File: src/rtl/rc5_pkg.sv
// Shared state encoding and default sizing for the RC5 decipher block sequencer.
package rc5_pkg;
  typedef enum logic [1:0] {SCH_IDLE, SCH_RUN, SCH_DRAIN, SCH_OUT} sch_state_t;

  localparam int RC5_W         = 32;
  localparam int RC5_R         = 12;
  localparam int RC5_FINAL_LAT = 3;
endpackage

File: src/rtl/rc5_wdog.sv
// Loadable up-counter; tc is high while the count equals TC.
// Used both as the RUN watchdog and as the DRAIN delay counter.
module rc5_wdog #(
  parameter int unsigned    CW = 8,
  parameter logic [CW-1:0]  TC = '1
) (
  input  logic          clk,
  input  logic          rst,
  input  logic          ld,
  input  logic [CW-1:0] ld_val,
  input  logic          en,
  output logic          tc
);
  logic [CW-1:0] cnt_q, cnt_d;

  always_comb begin
    cnt_d = cnt_q;
    if (ld)      cnt_d = ld_val;
    else if (en) cnt_d = cnt_q + 1'b1;
  end

  always_ff @(posedge clk) begin
    if (rst) cnt_q <= '0;
    else     cnt_q <= cnt_d;
  end

  assign tc = (cnt_q == TC);
endmodule

File: src/rtl/rc5_decipher_sched.sv
// Block sequencer around the RC5 decipher core: one ciphertext block in, one plaintext out,
// with a RUN watchdog, abort on key invalidation and a delivered-block counter.
module rc5_decipher_sched
  import rc5_pkg::*;
#(
  parameter int W         = RC5_W,
  parameter int R         = RC5_R,
  parameter int FINAL_LAT = RC5_FINAL_LAT,
  parameter int TIMEOUT   = (9*R + 4 < 256) ? 256 : 2*(9*R + 4),
  parameter int CNT_W     = 16
) (
  input  logic             clk,
  input  logic             rst,
  input  logic             iKeyReady,
  input  logic             iValid,
  output logic             oReady,
  input  logic [W-1:0]     iA,
  input  logic [W-1:0]     iB,
  output logic             oValid,
  input  logic             iReady,
  output logic [W-1:0]     oA,
  output logic [W-1:0]     oB,
  output logic             oCoreStart,
  output logic [W-1:0]     oCoreA,
  output logic [W-1:0]     oCoreB,
  input  logic             iCoreDone,
  input  logic [W-1:0]     iCoreA,
  input  logic [W-1:0]     iCoreB,
  output logic             oAbort,
  output logic             oError,
  output logic [CNT_W-1:0] oBlkCount
);
  localparam int WD_W = $clog2(TIMEOUT);
  localparam int DL_W = (FINAL_LAT > 1) ? $clog2(FINAL_LAT) : 1;

  sch_state_t       state_q, state_d;
  logic             start_q, start_d;
  logic             abort_q, abort_d;
  logic             err_q, err_d;
  logic             valid_q, valid_d;
  logic [W-1:0]     a_q, a_d, b_q, b_d;
  logic [W-1:0]     core_a_q, core_a_d, core_b_q, core_b_d;
  logic [CNT_W-1:0] blk_cnt_q, blk_cnt_d;
  logic             wd_tc, dl_tc;

  // Both counters sit at zero outside their own state, so each starts fresh on entry.
  rc5_wdog #(.CW(WD_W), .TC(WD_W'(TIMEOUT - 1))) u_wdog (
    .clk(clk), .rst(rst), .ld(state_q != SCH_RUN), .ld_val('0),
    .en(state_q == SCH_RUN), .tc(wd_tc)
  );

  rc5_wdog #(.CW(DL_W), .TC(DL_W'(FINAL_LAT - 1))) u_dcnt (
    .clk(clk), .rst(rst), .ld(state_q != SCH_DRAIN), .ld_val('0),
    .en(state_q == SCH_DRAIN), .tc(dl_tc)
  );

  assign oReady = (state_q == SCH_IDLE) && iKeyReady && !rst;

  always_comb begin
    state_d   = state_q;
    start_d   = start_q;
    abort_d   = 1'b0;
    err_d     = err_q;
    valid_d   = valid_q;
    a_d       = a_q;
    b_d       = b_q;
    core_a_d  = core_a_q;
    core_b_d  = core_b_q;
    blk_cnt_d = blk_cnt_q;
    case (state_q)
      SCH_IDLE: if (iValid && oReady) begin
        core_a_d = iA;
        core_b_d = iB;
        start_d  = 1'b1;
        state_d  = SCH_RUN;
      end
      SCH_RUN: begin
        // Key loss beats a same-cycle done: the S-table under the core is no longer trusted.
        if (!iKeyReady) begin
          abort_d = 1'b1;
          start_d = 1'b0;
          state_d = SCH_IDLE;
        end else if (iCoreDone) begin
          state_d = SCH_DRAIN;
        end else if (wd_tc) begin
          err_d   = 1'b1;
          start_d = 1'b0;
          state_d = SCH_IDLE;
        end
      end
      SCH_DRAIN: begin
        if (!iKeyReady) begin
          abort_d = 1'b1;
          start_d = 1'b0;
          state_d = SCH_IDLE;
        end else if (dl_tc) begin
          a_d     = iCoreA;
          b_d     = iCoreB;
          valid_d = 1'b1;
          start_d = 1'b0;
          state_d = SCH_OUT;
        end
      end
      SCH_OUT: if (iReady) begin
        valid_d   = 1'b0;
        blk_cnt_d = blk_cnt_q + 1'b1;
        state_d   = SCH_IDLE;
      end
      default: state_d = SCH_IDLE;
    endcase
  end

  always_ff @(posedge clk) begin
    if (rst) begin
      state_q   <= SCH_IDLE;
      start_q   <= 1'b0;
      abort_q   <= 1'b0;
      err_q     <= 1'b0;
      valid_q   <= 1'b0;
      a_q       <= '0;
      b_q       <= '0;
      core_a_q  <= '0;
      core_b_q  <= '0;
      blk_cnt_q <= '0;
    end else begin
      state_q   <= state_d;
      start_q   <= start_d;
      abort_q   <= abort_d;
      err_q     <= err_d;
      valid_q   <= valid_d;
      a_q       <= a_d;
      b_q       <= b_d;
      core_a_q  <= core_a_d;
      core_b_q  <= core_b_d;
      blk_cnt_q <= blk_cnt_d;
    end
  end

  assign oCoreStart = start_q;
  assign oAbort     = abort_q;
  assign oError     = err_q;
  assign oValid     = valid_q;
  assign oA         = a_q;
  assign oB         = b_q;
  assign oCoreA     = core_a_q;
  assign oCoreB     = core_b_q;
  assign oBlkCount  = blk_cnt_q;
endmodule
File: config.mk
export PLATFORM = sky130hd
export DESIGN_NAME = rc5_decipher_sched
export DESIGN_NICKNAME = d
export VERILOG_FILES = /design/src/rtl/rc5_pkg.sv /design/src/rtl/rc5_wdog.sv /design/src/rtl/rc5_decipher_sched.sv
export SDC_FILE = /design/constraint.sdc
export NUM_CORES = 1
export LEC_CHECK = 0
export CORE_ASPECT_RATIO = 0.8
export CORE_UTILIZATION = 30
export CTS_CLUSTER_SIZE = 30
export DETAILED_ROUTE_END_ITERATION = 12
export GPL_TIMING_DRIVEN = 0
export HOLD_SLACK_MARGIN = 0.03
export PLACE_DENSITY = 0.66
export SETUP_SLACK_MARGIN = 0.3
export SYNTH_ARGS = -nofsm -noshare
export SYNTH_HDL_FRONTEND = slang
export SYNTH_SLANG_ARGS = --single-unit
export TNS_END_PERCENT = 30
File: constraint.sdc
create_clock -name clk -period 2.4 [get_ports clk]
set_input_delay 0.48 -clock clk [delete_from_list [all_inputs] [get_ports clk]]
set_output_delay 0.48 -clock clk [all_outputs]
set_load 0.02 [all_outputs]
==> impl_metrics.py, run 1 <==
metrics = {
    "final_layout": {
        "drive_gt1_share_pct": 5.31,
        "seq_area_um2": 3200,
        "nNetsFinal": 1166,
        "final_cell_area_um2": 9810,
        "final_util_pct": 50.8,
        "nFillCells": 1844,
        "area_delta_synth_final_pct": 62.7,
        "multi_input_comb_area_um2": 2600,
        "antenna_cells": 0,
    },
    "hold_path": {
        "min_path_cells": 2,
        "hold_end": "oAbort",
        "min-delay-start": "iKeyReady",
        "hold_path.class": "in2reg",
    },
    "floorplanning": {
        "initial_core_util_pct": 31.2,
        "die_w_um": 161,
        "fp-row-count": 45,
        "die-height_um": 129,
        "io_pins": 283,
        "die-area_um2": 20700,
        "core_area_um2": 19300,
    },
    "clock_tree": {
        "cts_resized": 4,
        "cts-root-buf": "clkbuf_16",
        "cts_max_level": 4,
        "clockBufferDepth": 2,
        "cts_made_buffers": 17,
        "cts_sinks": 160,
        "clkSlewWorstSetupHoldPaths_ns": 0.07,
        "postCtsHoldBufs": 0,
        "insertion_delay_ns": 0.42,
        "tritoncts": "done",
        "postCtsSetupRepairBufs": 0,
    },
    "outcome": {
        "outcome": "finished clean",
    },
    "timing": {
        "relSlewSlack_pct": 65.8,
        "worst_pin_slew_ns": 0.508,
        "max_freq_mhz": 487,
        "rsz0062_at_grt": "yes",
        "hold_viol": 0,
        "slew_viol_final": 0,
        "fin_crit_sh_pct": 85.6,
        "setup_violations": 0,
        "skew_ns": 0.0112,
        "postLayoutSetupSlackWorst_ns": 0.347,
        "fin_crit_ns": 2.05,
    },
    "placed_design": {
        "port_buffers": 281,
        "gp_congestion": 0.776,
        "dp_hpwl_um": 13600,
        "dp_slack_ns": -0.205,
        "placed_area_um2": 9170,
    },
    "routing": {
        "drcViolationCount": 0,
        "vias_per_cell": 4.45,
        "drt_iter0_drc": 298,
        "wl_per_cell_um": 14.3,
        "vias": 5751,
        "dr.pass1.iters": 5,
        "drtAntennaViolNets": 0,
        "detail_route.wirelength_um": 18500,
    },
    "synthesis": {
        "ys.flop_type": "dfxtp_1",
        "async_flop_share_pct": 0,
        "synth_seq_area_share_pct": 53.1,
        "netlist_instances": 723,
        "synth-seq-cells": 160,
        "syn_avg_cell_area_um2": 8.34,
        "synth_area_leaders": "dfxtp_1 (53%), nand2_1 (12%), nand2b_1 (6.8%), a21oi_1 (6.3%), o21ai_0 (2.8%)",
        "synth_warnings": 0,
        "synth_area_leader_cell": "dfxtp_1",
        "synth_cell_types": 38,
        "synthDominantCellAreaShare_pct": 53.1,
        "syn-cell-area_um2": 6030,
        "synth_edf_count": 0,
        "synth_nets": 866,
    },
    "critical_path": {
        "cp.arrival_ns": 1.57,
        "start_kind": "flip-flop",
        "crit_required_ns": 1.92,
        "r2r_slack_ns": 0.43,
        "critPathCaptureType": "primary output",
        "crit_path_max_fanout": 6,
        "path_class": "reg2out",
        "crit_buf_inv": 1,
        "cp_slowest_cell": "clkdlybuf4s50_1",
        "crit_family": "buffers and inverters",
        "path_cells": "clkdlybuf4s50_1",
        "slowest_delay_ns": 0.66,
        "reg2regPathDepth": 7,
        "reg2reg_to": "oA[22]",
        "r2r-start": "state_q[0]",
    },
    "global_routing": {
        "globalRoute.totalOverflow": 0,
        "grt_pass1_vias": 5622,
        "grt_max_degree": 17,
        "antenna_found_initial": 0,
        "grt_pass1_wl_um": 29400,
        "grt_usage_pct": 18.0,
    },
    "power": {
        "vdd_drop_max_mv": 0.396,
        "powerDensity_nw_per_um2": 657,
        "p_leak_nw": 3.45,
    },
    "run": {
        "drv_cap": 0,
    },
}
## power by group
group	total [mW]	leakage [nW]	switching (mW)	internal, mW
logic	0.681	1.85	0.297	0.384
clock network	2.99	0.301	1.13	1.85
registers	2.78	1.30	0.0429	2.73
total	6.44	3.45	1.47	4.97
## flip-flops by register name (all words and copies together) (netlist names)
| name | flops |
|---|---|
| oA | 32 |
| oAbort | 1 |
| oB | 32 |
| oBlkCount | 16 |
| oCoreA | 32 |
| oCoreB | 32 |
| oCoreStart | 1 |
| oError | 1 |
| oValid | 1 |
| state_q | 2 |
| u_dcnt.cnt_q | 2 |
| u_wdog.cnt_q | 8 |
## synth_stat cells, types with 3 or more instances
| library cell | n |
|---|---|
| nand3_1 | 10 |
| clkbuf_1 | 27 |
| inv_1 | 5 |
| nand2_1 | 200 |
| a21oi_1 | 76 |
| and4_1 | 3 |
| or4_1 | 3 |
| and3_1 | 4 |
| nor2_1 | 23 |
| dfxtp_1 | 160 |
| o21ai_1 | 34 |
| buf_1 | 9 |
| ha_1 | 9 |
| or3_1 | 3 |
| nand2b_1 | 66 |
| xor2_1 | 14 |
| o21ai_0 | 34 |
| buf_2 | 10 |
| nand4_1 | 7 |
| and3b_1 | 3 |
| o31ai_1 | 3 |
## how the worst max path moves through the flow
stage / start / endpoint / slack [ns] / depth (start not counted)
global placement: rst / oValid / -0.19 / 5
global route: state_q[0] / oB[20] / 0.19 / 7
floorplan: state_q[0] / oCoreA[11] / 0.60 / 9
finish: oBlkCount[2] / oBlkCount[2] / 0.35 / 1
CTS: state_q[1] / oReady / 0.22 / 4
detailed placement: rst / oValid / -0.21 / 5
## area by class of cell
cell class                      instances  share of cell area, %
Clock inverter                         12                   2.12
Multi-Input combinational cell        509                   26.5
Tap cell                              258                   3.29
Inverter                                5                  0.191
Sequential cell                       160                   32.7
Clock buffer                           19                   4.41
Timing Repair Buffer                  281                   28.6
Buffer                                 49                   2.23
## metal layers
layer  global-route usage, %  routed length, um
met3                    6.06               1180
met4                    4.54                143
met5                       0                  0
met2                    29.8               8640
met1                    22.5               8520
## cell families (layout without fill, tap and decap cells)
logic type      count (synthesis)  after routing  share of synthesized area, %
compound gates                155            155                          13.6
buf+inv                        54            366                          3.82
xor+xnor                       15             15                          2.18
flops                         160            160                          53.1
fa+ha+maj                       9              9                          1.87
simple gates                  330            330                          25.5
## metrics by stage
stage          hold WS [ns]  instances  TNS (ns)  power [mW]
4_1_cts               0.352       1293         0        6.52
5_1_grt               0.377       1293         0        6.70
6_report              0.369       1293         0        6.44
2_1_floorplan         0.392        723         0        3.09
3_3_place_gp          0.402       1262    -10.74        3.51
3_5_place_dp          0.406       1262    -11.63        3.52
## placed cells by master (no fill, tap or decap), types with 4 or more instances in the layout
| cell | count |
|---|---|
| a21oi_1 | 76 |
| and3_1 | 4 |
| buf_1 | 8 |
| buf_2 | 10 |
| bufinv_16 | 5 |
| clkbuf_1 | 24 |
| clkbuf_16 | 17 |
| clkbuf_2 | 7 |
| clkdlybuf4s50_1 | 280 |
| dfxtp_1 | 159 |
| ha_1 | 9 |
| inv_1 | 5 |
| nand2_1 | 200 |
| nand2b_1 | 66 |
| nand3_1 | 10 |
| nand4_1 | 7 |
| nor2_1 | 23 |
| o21ai_0 | 34 |
| o21ai_1 | 34 |
| xor2_1 | 14 |
Power figures use the tool's default switching activity.
==> run 2, diff against run 1 <==
--- a/config.mk
+++ b/config.mk
@@ -10,7 +10,6 @@
 export CTS_CLUSTER_SIZE = 30
 export DETAILED_ROUTE_END_ITERATION = 12
 export GPL_TIMING_DRIVEN = 0
-export HOLD_SLACK_MARGIN = 0.03
 export PLACE_DENSITY = 0.66
 export SETUP_SLACK_MARGIN = 0.3
 export SYNTH_ARGS = -nofsm -noshare
==> results of run 2 <==
No change in the layout: final DEF, timing and power equal those of run 1.
